[src/rtl/bus_cycle_decoder_pkg.sv]
// bus_cycle_decoder_pkg: FSM state encoding, address window compare helpers and bank register location
package bus_cycle_decoder_pkg;
  typedef enum logic [1:0] {IDLE, ADDR, ACTIVE} state_t;
  localparam int unsigned BANK_REG_FROM_TOP = 1;
  function automatic logic in_io(input logic [15:0] a, input logic [15:0] base, input int log2);
    return (a >> log2) == (base >> log2);
  endfunction
  function automatic logic in_rom(input logic [15:0] a, input logic [15:0] base);
    return a >= base;
  endfunction
  function automatic logic in_sram(input logic [15:0] a, input logic [15:0] top);
    return a <= top;
  endfunction
  function automatic logic [15:0] bank_addr(input logic [15:0] base, input int log2);
    return base + 16'(1 << log2) - 16'(BANK_REG_FROM_TOP);
  endfunction
endpackage

[src/rtl/bus_cycle_decoder_edge_sync.sv]
// bus_cycle_decoder_edge_sync: multi-flop synchronizer for a raw 6809 clock with registered rise/fall pulses
// Ports: clk, rst_n (async active-low); d raw input; rise/fall one-clk pulses on synchronized edges.
// Flops reset to 1 so an input already high at reset release is not seen as a rise.
module bus_cycle_decoder_edge_sync #(
  parameter int STAGES = 2
) (
  input  logic clk,
  input  logic rst_n,
  input  logic d,
  output logic rise,
  output logic fall
);
  logic [STAGES-1:0] chain;
  logic prev;
  always_ff @(posedge clk or negedge rst_n)
    if (!rst_n) begin
      chain <= '1;
      prev <= 1'b1;
      rise <= 1'b0;
      fall <= 1'b0;
    end else begin
      chain <= {chain[STAGES-2:0], d};
      prev <= chain[STAGES-1];
      rise <= chain[STAGES-1] & ~prev;
      fall <= ~chain[STAGES-1] & prev;
    end
endmodule

[src/rtl/bus_cycle_decoder.sv]
// bus_cycle_decoder: samples the 6809 bus, tracks cycle phases, latches address/R-W and drives registered chip selects
// Ports: i_clk, i_rst_n (async active-low); i_E/i_Q/i_RW/i_addr/i_data raw 6809 bus;
//   o_sram_ce/o_rom_ce/o_io_ce registered selects (high only in ACTIVE); o_RW/o_addr_lat latched at cycle start;
//   o_cycle_start/o_cycle_end one-clk pulses; o_bus_timeout sticky stall flag; o_bank SRAM bank register.
// Optional macro BANK_REG_EN adds the bank register at the top byte of the I/O window; otherwise o_bank is 0.
module bus_cycle_decoder
  import bus_cycle_decoder_pkg::*;
#(
  parameter logic [15:0] SRAM_TOP     = 16'h7FFF,
  parameter logic [15:0] IO_BASE      = 16'hA000,
  parameter int          IO_SIZE_LOG2 = 4,
  parameter logic [15:0] ROM_BASE     = 16'hC000,
  parameter int          SYNC_STAGES  = 2,
  parameter int          TIMEOUT_CYC  = 255
) (
  input  logic        i_clk,
  input  logic        i_rst_n,
  input  logic        i_E,
  input  logic        i_Q,
  input  logic        i_RW,
  input  logic [15:0] i_addr,
  input  logic [7:0]  i_data,
  output logic        o_sram_ce,
  output logic        o_rom_ce,
  output logic        o_io_ce,
  output logic        o_RW,
  output logic [15:0] o_addr_lat,
  output logic        o_cycle_start,
  output logic        o_cycle_end,
  output logic        o_bus_timeout,
  output logic [3:0]  o_bank
);
  localparam logic [7:0] TO_CNT = 8'(TIMEOUT_CYC);
  state_t state, nxt;
  logic e_rise, e_fall, q_rise, unused_q_fall;
  logic start, close, abort, active_nxt;
  logic io_hit, rom_hit, sram_hit;
  logic [7:0] cnt;
  logic [15:0] dec_addr;
  bus_cycle_decoder_edge_sync #(.STAGES(SYNC_STAGES)) e_sync (
    .clk(i_clk), .rst_n(i_rst_n), .d(i_E), .rise(e_rise), .fall(e_fall)
  );
  bus_cycle_decoder_edge_sync #(.STAGES(SYNC_STAGES)) q_sync (
    .clk(i_clk), .rst_n(i_rst_n), .d(i_Q), .rise(q_rise), .fall(unused_q_fall)
  );
  // E rise takes precedence in IDLE so a simultaneous Q/E rise goes straight to ACTIVE;
  // in ACTIVE an E fall beats a coincident timeout.
  always_comb begin
    nxt = state;
    start = 1'b0;
    close = 1'b0;
    abort = 1'b0;
    unique case (state)
      IDLE: begin
        start = e_rise | q_rise;
        nxt = e_rise ? ACTIVE : q_rise ? ADDR : IDLE;
      end
      ADDR: begin
        abort = cnt == TO_CNT;
        nxt = abort ? IDLE : e_rise ? ACTIVE : ADDR;
      end
      ACTIVE: begin
        close = e_fall;
        abort = !e_fall && cnt == TO_CNT;
        nxt = (close || abort) ? IDLE : ACTIVE;
      end
      default: nxt = IDLE;
    endcase
  end
  // Decode the address being latched on the start clock, the held latch afterwards.
  assign dec_addr = start ? i_addr : o_addr_lat;
  assign io_hit = in_io(dec_addr, IO_BASE, IO_SIZE_LOG2);
  assign rom_hit = !io_hit && in_rom(dec_addr, ROM_BASE);
  assign sram_hit = !io_hit && !rom_hit && in_sram(dec_addr, SRAM_TOP);
  assign active_nxt = nxt == ACTIVE;
  always_ff @(posedge i_clk or negedge i_rst_n)
    if (!i_rst_n) begin
      state <= IDLE;
      cnt <= 8'd0;
      o_addr_lat <= 16'h0000;
      o_RW <= 1'b1;
      o_sram_ce <= 1'b0;
      o_rom_ce <= 1'b0;
      o_io_ce <= 1'b0;
      o_cycle_start <= 1'b0;
      o_cycle_end <= 1'b0;
      o_bus_timeout <= 1'b0;
    end else begin
      state <= nxt;
      cnt <= start ? 8'd0 : (state != IDLE) ? cnt + 8'd1 : cnt;
      o_addr_lat <= start ? i_addr : o_addr_lat;
      o_RW <= start ? i_RW : o_RW;
      o_sram_ce <= active_nxt & sram_hit;
      o_rom_ce <= active_nxt & rom_hit;
      o_io_ce <= active_nxt & io_hit;
      o_cycle_start <= start;
      o_cycle_end <= close;
      o_bus_timeout <= start ? 1'b0 : abort ? 1'b1 : o_bus_timeout;
    end
`ifdef BANK_REG_EN
  always_ff @(posedge i_clk or negedge i_rst_n)
    if (!i_rst_n) o_bank <= 4'h0;
    else o_bank <= (close && !o_RW && o_io_ce && o_addr_lat == bank_addr(IO_BASE, IO_SIZE_LOG2)) ? i_data[3:0] : o_bank;
`else
  logic unused_data;
  assign unused_data = ^i_data;
  assign o_bank = 4'h0;
`endif
endmodule
[config.mk]
export PLATFORM = sky130hd
export DESIGN_NAME = bus_cycle_decoder
export DESIGN_NICKNAME = d
export VERILOG_FILES = /design/src/rtl/bus_cycle_decoder_pkg.sv /design/src/rtl/bus_cycle_decoder_edge_sync.sv /design/src/rtl/bus_cycle_decoder.sv
export SDC_FILE = /design/constraint.sdc
export NUM_CORES = 1
export LEC_CHECK = 0
export ABC_AREA = 1
export ABC_CLOCK_PERIOD_IN_PS = 2600
export CORE_UTILIZATION = 45
export DETAILED_ROUTE_END_ITERATION = 8
export HOLD_SLACK_MARGIN = 0.05
export PLACE_DENSITY = 0.77
export SETUP_SLACK_MARGIN = 0.05
export SKIP_CTS_REPAIR_TIMING = 1
export SLEW_MARGIN = 10
export SYNTH_ARGS = -nofsm -noshare
export SYNTH_HDL_FRONTEND = slang
export SYNTH_SLANG_ARGS = --single-unit
[constraint.sdc]
create_clock -name i_clk -period 2.6 [get_ports i_clk]
set_input_delay 0.52 -clock i_clk [delete_from_list [all_inputs] [get_ports i_clk]]
set_output_delay 0.52 -clock i_clk [all_outputs]
set_load 0.03 [all_outputs]
Word-level counts from Yosys, hierarchy flattened:

Cells that the tools add are included.

* register bits: 42
* output and inout bits: 27
* word-level logic and storage cells: 61

* add/subtract/negate cells: 1
* $lt $le $gt $ge: 2
* equality and inequality tests: 5
* mux-type cells: 14
* bitwise logic cells: 10
* reduce and logical (&&, ||, !) cells: 12

Operators by type and width (number)
* 16-bit >= comparator (second input constant): 1
* 16-bit by 15-bit <= comparator with 1-bit output (second input constant): 1
* 16-bit two-way mux: 1
* 8-bit two-way mux: 2
* 12-bit == test (second input constant): 1
* 8-bit by 1-bit adder with 8-bit output (second input constant): 1
* 8-bit == test (second input constant): 1
* 2-bit two-way mux: 4
* 1-bit AND: 6
* 2-bit one-hot mux with 3 select lines: 1
* 2-bit nonzero test: 3
* 1-bit two-way mux: 5
* 2-bit == test (second input constant): 2
* 1-bit logical AND: 4
* 1-bit logical NOT: 3
* 1-bit NOT: 3
* 2-bit by 1-bit == test with 1-bit output (second input constant): 1
* 2-bit logical NOT: 1
* 1-bit one-hot mux with 2 select lines: 1
* 1-bit logical OR: 1
* 1-bit bitwise OR: 1

Longest topological paths before layout:

Gate-level depths: netlist of the first run.

* depth in word-level cells: 10
* mapped depth: 12
* mapped depth without buffers: 10

Cells and area by module:

A second synthesis of the first run with hierarchy kept.

* cells, all modules: 223
* area total of the unflattened synthesis: 1924.3 µm²

Modules (own cells, without submodules)
* bus_cycle_decoder: times used 1, cells each 205, area each 1636.6 µm², seq. area each 827.0 µm²
* bus_cycle_decoder_edge_sync: times used 2, cells each 9, area each 143.9 µm², seq. area each 128.9 µm²

Worst setup path before layout of the first run:

OpenSTA, ideal clock, no wires.

* path kind: flip-flop to flip-flop
* start point: reg state[0]
* end point: reg cnt[6]
* arrival time: 1.349 ns
* data required time: 2.473 ns
* path slack: 1.124 ns
* stages on the path, launching flop included: 10
* buffers on the path: 2
* cell sequence: dfrtp_1 inv_1 ha_1 buf_6 nand2_4 nand2_4 buf_6 clkinv_1 nand3_1 o21ai_0

* longest elaborated chain between the ends: 3

RTL lines
* start: declaration: RTL line bus_cycle_decoder.sv:34 `state_t state, nxt;`
* start signal: assignment: RTL line bus_cycle_decoder.sv:89 `state <= nxt;`
* 2-bit logical NOT (*): RTL line bus_cycle_decoder.sv:53 `unique case (state)`
* 1-bit two-way mux (*): RTL line bus_cycle_decoder.sv:53
* net start: RTL line bus_cycle_decoder.sv:36 `logic start, close, abort, active_nxt;`
* 8-bit two-way mux or 2-bit nonzero test (tied branches)
* end signal: assignment: RTL line bus_cycle_decoder.sv:90 `cnt <= start ? 8'd0 : (state != IDLE) ? cnt + 8'd1 : cnt;`
* end: declaration: RTL line bus_cycle_decoder.sv:38 `logic [7:0] cnt;`

Mark *: on every way through the listed nets, which the timed path passes. The rest lies on a longest branch.
A chain may end at the register's enable or synchronous reset.

Worst setup path after layout of the first run:

* start point: reg state[0]
* end point: reg cnt[7]

* longest elaborated chain between the ends: 3

RTL lines (RTL line)
* 2-bit logical NOT: bus_cycle_decoder.sv:53
* 1-bit two-way mux: bus_cycle_decoder.sv:53
* 8-bit two-way mux or 2-bit nonzero test (tied branches)

Parallel ways exist; a longest one is shown, timed or not.

==> flow_summary.ini, run 1 <==
[route]
drt_iter0_drc = 144
routed.top_layer = met4
dr.pass1.iters = 4
avgViaCountPerCell = 4.62
drt_wl_total_mm = 3.37
wl_met2_mm = 1.71
routed-via-count = 1424
drc_errors = 0
wl_met3_um = 101
wl_met1_mm = 1.52
postRouteAntennaNets = 0
wl_per_cell_um = 10.9

[synthesis]
netlist_top_cells_count = 64 x nand2_1, 35 x dfrtp_1, 35 x inv_1
ys_seq_elements = 42
synth-async-reset-ratio_pct = 100
synth_top_flop_cell = dfrtp_1
ys_seq_area_share_pct = 56.0
synth_top_area_cell = dfrtp_1
avgSynthCellArea_um2 = 8.88
synth_top_cell_area_share_pct = 46.3
ys_types = 19
synth_edf_count = 0
yosysMostFrequentCell = nand2_1
syn_area_mm2 = 0.00189
synth_area_leaders = dfrtp_1 46%, nand2_1 13%, dfstp_2 9.7%
yosys_warnings = 0
synthCells = 213

[cells_and_area]
n_antenna_cell = 0
stdcell_count = 308
final_area_mm2 = 0.00245
area_growth_pct = 29.3
fillers = 360
fin_nets = 291
drive_gt1_share_pct = 8.53

[power_and_ir_drop]
leakage_nw = 1.23
seqPwrFrac_pct = 35.3
switchingPower_mw = 1.04
clockPowerShare_pct = 22.5
switching_share_pct = 38.2
ir_drop_mv = 0.725
power_frac_comb_pct = 42.2
intPower_mw = 1.68
power_density_mw_per_mm2 = 1110

[hold_path]
worstHoldPathType = input pin to asynchronous set/reset pin

[sta]
rsz0062_at_grt = false
layout_worst_path_cycle_share_pct = 79.0
relSlewSlack_pct = 41.5
tns_ns = 0
whs_ns = 0.333
finalClockSkew_ns = 0.00683
tightest_slew_ns = 0.877
slew_viol_final = 0
finalHoldViolCount = 0
finalWorstPathRequiredPeriod_ns = 2.05
setup_viol = 0
fmax_mhz = 487

[worst_setup_path]
end_kind = flop
r2r-end = cnt[7]
critPathLaunchType = flop
crit_start = state[0]
crit_required_ns = 2.78
crit_end = cnt[7]
crit_type = flop to flop
rrSetupSlack_ns = 0.55
r2r_cells = 7
r2r_start = state[0]
arrival_ns = 2.23
path_max_fanout = 22

[global_route]
grt_pass1_wl_mm = 5.99
antenna_found_initial = 0
grtUsageTotal_pct = 18.3
overflow = 0
grt_max_degree = 43
grt_pass1_vias = 1361

[clock_network]
cts_tree = done
clockRootBuffer = clkbuf_8
clk_pin_slew_ns = 0.08
clock_latency_ns = 0.30
numCtsBuffers = 5
clock_path_buffers = 2
cts.sinks = 42
cts_max_level = 2

[die]
initial_utilization_pct = 47.0
die_h_um = 66.8
die-area_mm2 = 0.00447
io_pins = 56
die_w_um = 66.8
core_area_mm2 = 0.00403
rows = 23

[place]
dp_hpwl_mm = 2.36
detailed_place.area_mm2 = 0.00231
place.gp.congestion = 0.790
dp_cells = 300
numPortBuffers = 43

[run_status]
status = completed

[job]
drv_cap = 0
## area by class of cell
type	count	area (µm²)	area share [%]
Timing Repair Buffer	43	425	17.4
Clock buffer	5	68.8	2.81
Clock inverter	3	68.8	2.81
Sequential cell	42	1060	43.3
Multi-Input combinational cell	129	626	25.6
Inverter	36	135	5.52
Tap cell	50	62.6	2.56
## stage by stage
stage / power (mW) / setup slack [ns] / util, %
after floorplan: 1.73 / 1.12 / -
after global placement: 2.10 / 0.591 / 57.3
after detailed placement: 2.12 / 0.539 / 57.3
after CTS: 2.74 / 0.526 / 60.7
after global routing: 2.90 / 0.327 / 60.7
final: 2.72 / 0.546 / 60.7
## placed cells by master (no fill, tap or decap), types with 4 or more instances in the layout
| cell type | instances |
|---|---|
| nand2_1 | 64 |
| clkdlybuf4s50_1 | 42 |
| inv_1 | 35 |
| dfrtp_1 | 35 |
| nor2_1 | 18 |
| nand3_1 | 11 |
| nand3b_1 | 9 |
| dfstp_2 | 7 |
| o21ai_0 | 6 |
| ha_1 | 5 |
| clkbuf_8 | 5 |
| a21oi_1 | 4 |
| conb_1 | 4 |
## power groups by stage
| stage | logic, mW | clock network (mW) | registers (mW) |
|---|---|---|---|
| global placement | 1.13 | 0 | 0.964 |
| floorplan | 0.482 | 0 | 1.25 |
| detailed placement | 1.16 | 0 | 0.966 |
| finish | 1.15 | 0.612 | 0.961 |
| CTS | 1.16 | 0.623 | 0.961 |
| global route | 1.27 | 0.649 | 0.989 |
## sequential cells by signal, indices dropped and copies added (netlist names)
name and count:
q_sync.rise 1, o_RW 1, e_sync.chain 2, o_cycle_start 1, cnt 8, o_sram_ce 1
o_addr_lat 16, o_bus_timeout 1, q_sync.chain 2, e_sync.fall 1, state 2, q_sync.prev 1
o_cycle_end 1, e_sync.prev 1, o_io_ce 1, o_rom_ce 1, e_sync.rise 1
## worst max-delay path, cell delays in order, from the launching register on
cell and delay [ns]:
dfrtp_1 0.40, inv_1 0.09, ha_1 0.40, nand2_4 0.19, nand2_4 0.27, clkinv_1 0.31
nand3_1 0.17, o21ai_0 0.09
## metal layers
metal,vias to the layer above,global-route usage [%]
li1,721,-
met2,26,29.5
met1,674,23.2
met5,-,0
met3,3,4.11
met4,0,8.78
## cell families after synthesis
logic type / Yosys count / share of synthesized area (%)
and+or+nand+nor: 109 / 25.9
buffers and inverters: 45 / 11.5
DFF: 42 / 56.0
AOI/OAI and AO/OA: 11 / 3.11
adders and majority gates: 5 / 3.31
other: 1 / 0.198
## worst min-delay path by stage
stage / end / cells past startpoint / startpoint / slack [ns]
after floorplan: cnt[0] / 0 / i_rst_n / 0.22
after global placement: q_sync.chain[1] / 0 / q_sync.chain[0] / 0.35
after detailed placement: q_sync.chain[1] / 0 / q_sync.chain[0] / 0.35
after CTS: e_sync.chain[1] / 0 / e_sync.chain[0] / 0.36
after global routing: e_sync.chain[1] / 0 / e_sync.chain[0] / 0.37
final: o_addr_lat[4] / 1 / i_rst_n / 0.33
No activity file was read; power rests on OpenSTA's default activity.
==> run 2, diff against run 1 <==
ABC_CLOCK_PERIOD_IN_PS = 1950   (was 2600)
clock period = 1.95 ns   (was 2.6 ns; I/O delays follow)
==> run 2 against run 1 <==
Against the previous run: clock power decreased by 3.4%; core utilization increased by 0.37 points; wire length decreased by 1.9%; non-clock buffer count increased by 7; die area unchanged; highest routed layer unchanged.
==> flow_summary.ini, run 2 (synthesis gave the netlist of run 1 again) <==
[power_and_ir_drop]
power_frac_comb_pct = 45.9
power_mw = 3.44
switchingPower_mw = 1.42
clockPowerShare_pct = 17.1
intPower_mw = 2.03
seqPwrFrac_pct = 37.0
leakage_nw = 1.25
switching_share_pct = 41.1
power_density_mw_per_mm2 = 1400
ir_drop_mv = 0.636

[global_route]
antenna_found_initial = 0
grt_max_degree = 19
grt_pass1_wl_mm = 5.44
grtUsageTotal_pct = 17.0
grt_pass1_vias = 1265
overflow = 0

[die]
io_pins = 56
die_h_um = 66.8
core_area_mm2 = 0.00403
rows = 23
initial_utilization_pct = 47.0
die_w_um = 66.8
die-area_mm2 = 0.00447

[worst_setup_path]
critPathLaunchType = flop
r2r_cells = 10
crit_required_ns = 1.56
cp_top_family = buffers and inverters
end_kind = primary output
path_depth = 1
worst_path_largest_cell_delay_ns = 0.68
crit_type = flop to primary output
worstPathCellList = clkdlybuf4s50_1
arrival_ns = 1.36
path_max_fanout = 2
cp_slowest_cell = clkdlybuf4s50_1
crit_buf_inv = 1

[cells_and_area]
mostFrequentLayoutCell = nand2_1
final_util_pct = 61.1
largestRegisters = o_addr_lat x16, cnt x8
area_growth_pct = 30.1
stdcell_count = 315
drive_gt1_share_pct = 10.6
top_register = o_addr_lat
largest_reg_flops = 16
fin_nets = 298
n_antenna_cell = 0
final_area_mm2 = 0.00246
final_cell_mix = 64 x nand2_1, 41 x clkdlybuf4s50_1, 35 x inv_1, 35 x dfrtp_1, 18 x nor2_1

[sta]
finalWorstPathRequiredPeriod_ns = 1.75
layout_worst_path_cycle_share_pct = 89.9
tns_ns = 0
finalClockSkew_ns = 0.00839
whs_ns = 0.360
fmax_mhz = 570
slew_viol_final = 0
setup_slack_ns = 0.197
rsz0062_at_grt = false
setup_viol = 0
finalHoldViolCount = 0

[place]
numPortBuffers = 43
detailed_place.area_mm2 = 0.00235
place.gp.congestion = 0.776
dp_hpwl_mm = 2.46
dp_cells = 306
post-place-ws_ns = 0.260

[hold_path]
holdPathStages = 0
worstHoldPathType = flop to flop

[clock_network]
numCtsBuffers = 5
clock_path_buffers = 2
clock_latency_ns = 0.30
cts_tree = done
clockRootBuffer = clkbuf_8
clk_pin_slew_ns = 0.09
cts_max_level = 2
cts.sinks = 42

[run_status]
status = completed

[route]
avgViaCountPerCell = 4.52
routed.top_layer = met4
wl_met2_mm = 1.60
drt_wl_total_mm = 3.30
wl_per_cell_um = 10.5
wl_met1_mm = 1.55
routed-via-count = 1424
dr.pass1.iters = 4
postRouteAntennaNets = 0
wl_met3_um = 117
drc_errors = 0
drt_iter0_drc = 87

[job]
drv_cap = 0
## run 2: cell types whose count changed in the layout (fill, tap and decap cells not counted)
cell	before	now
clkdlybuf4s50_1	42	41
bufinv_16	2	0
dlymetal6s2s_1	0	1
inv_6	0	3
buf_4	0	6
dlygate4sd3_1	0	1
clkinv_4	1	0
## run 2: final timing paths
path	start	to	slack, ns
worst max-delay path	o_addr_lat[8]	o_addr_lat[8]	0.20
worst min-delay path	e_sync.chain[0]	e_sync.chain[1]	0.36
worst max register to register	state[0]	o_io_ce	0.26
worst min register to register	e_sync.chain[0]	e_sync.chain[1]	0.36
max in group asynchronous	i_rst_n	q_sync.prev	0.88
min in group asynchronous	i_rst_n	o_addr_lat[8]	0.50
## run 2: layer usage
layer	GRT usage, %	vias up
met5	0	-
met4	6.38	0
met3	5.65	2
met2	26.3	28
met1	21.9	660
li1	-	734
## run 2: area by class of cell
class / instances / area (µm²)
clock buffer: 5 / 68.8
multi-input combinational: 129 / 626
fill: 360 / 1570
sequential: 42 / 1060
timing repair buffer: 50 / 483
inverter: 36 / 135
tap: 50 / 62.6
clock inverter: 3 / 26.3
## run 2: power by group through the flow
| stage | clock network (mW) | logic (mW) | registers [mW] |
|---|---|---|---|
| floorplan | 0 | 0.643 | 1.67 |
| global placement | 0 | 1.56 | 1.28 |
| detailed placement | 0 | 1.59 | 1.29 |
| CTS | 0.614 | 1.59 | 1.28 |
| global route | 0.648 | 1.73 | 1.31 |
| finish | 0.591 | 1.58 | 1.27 |
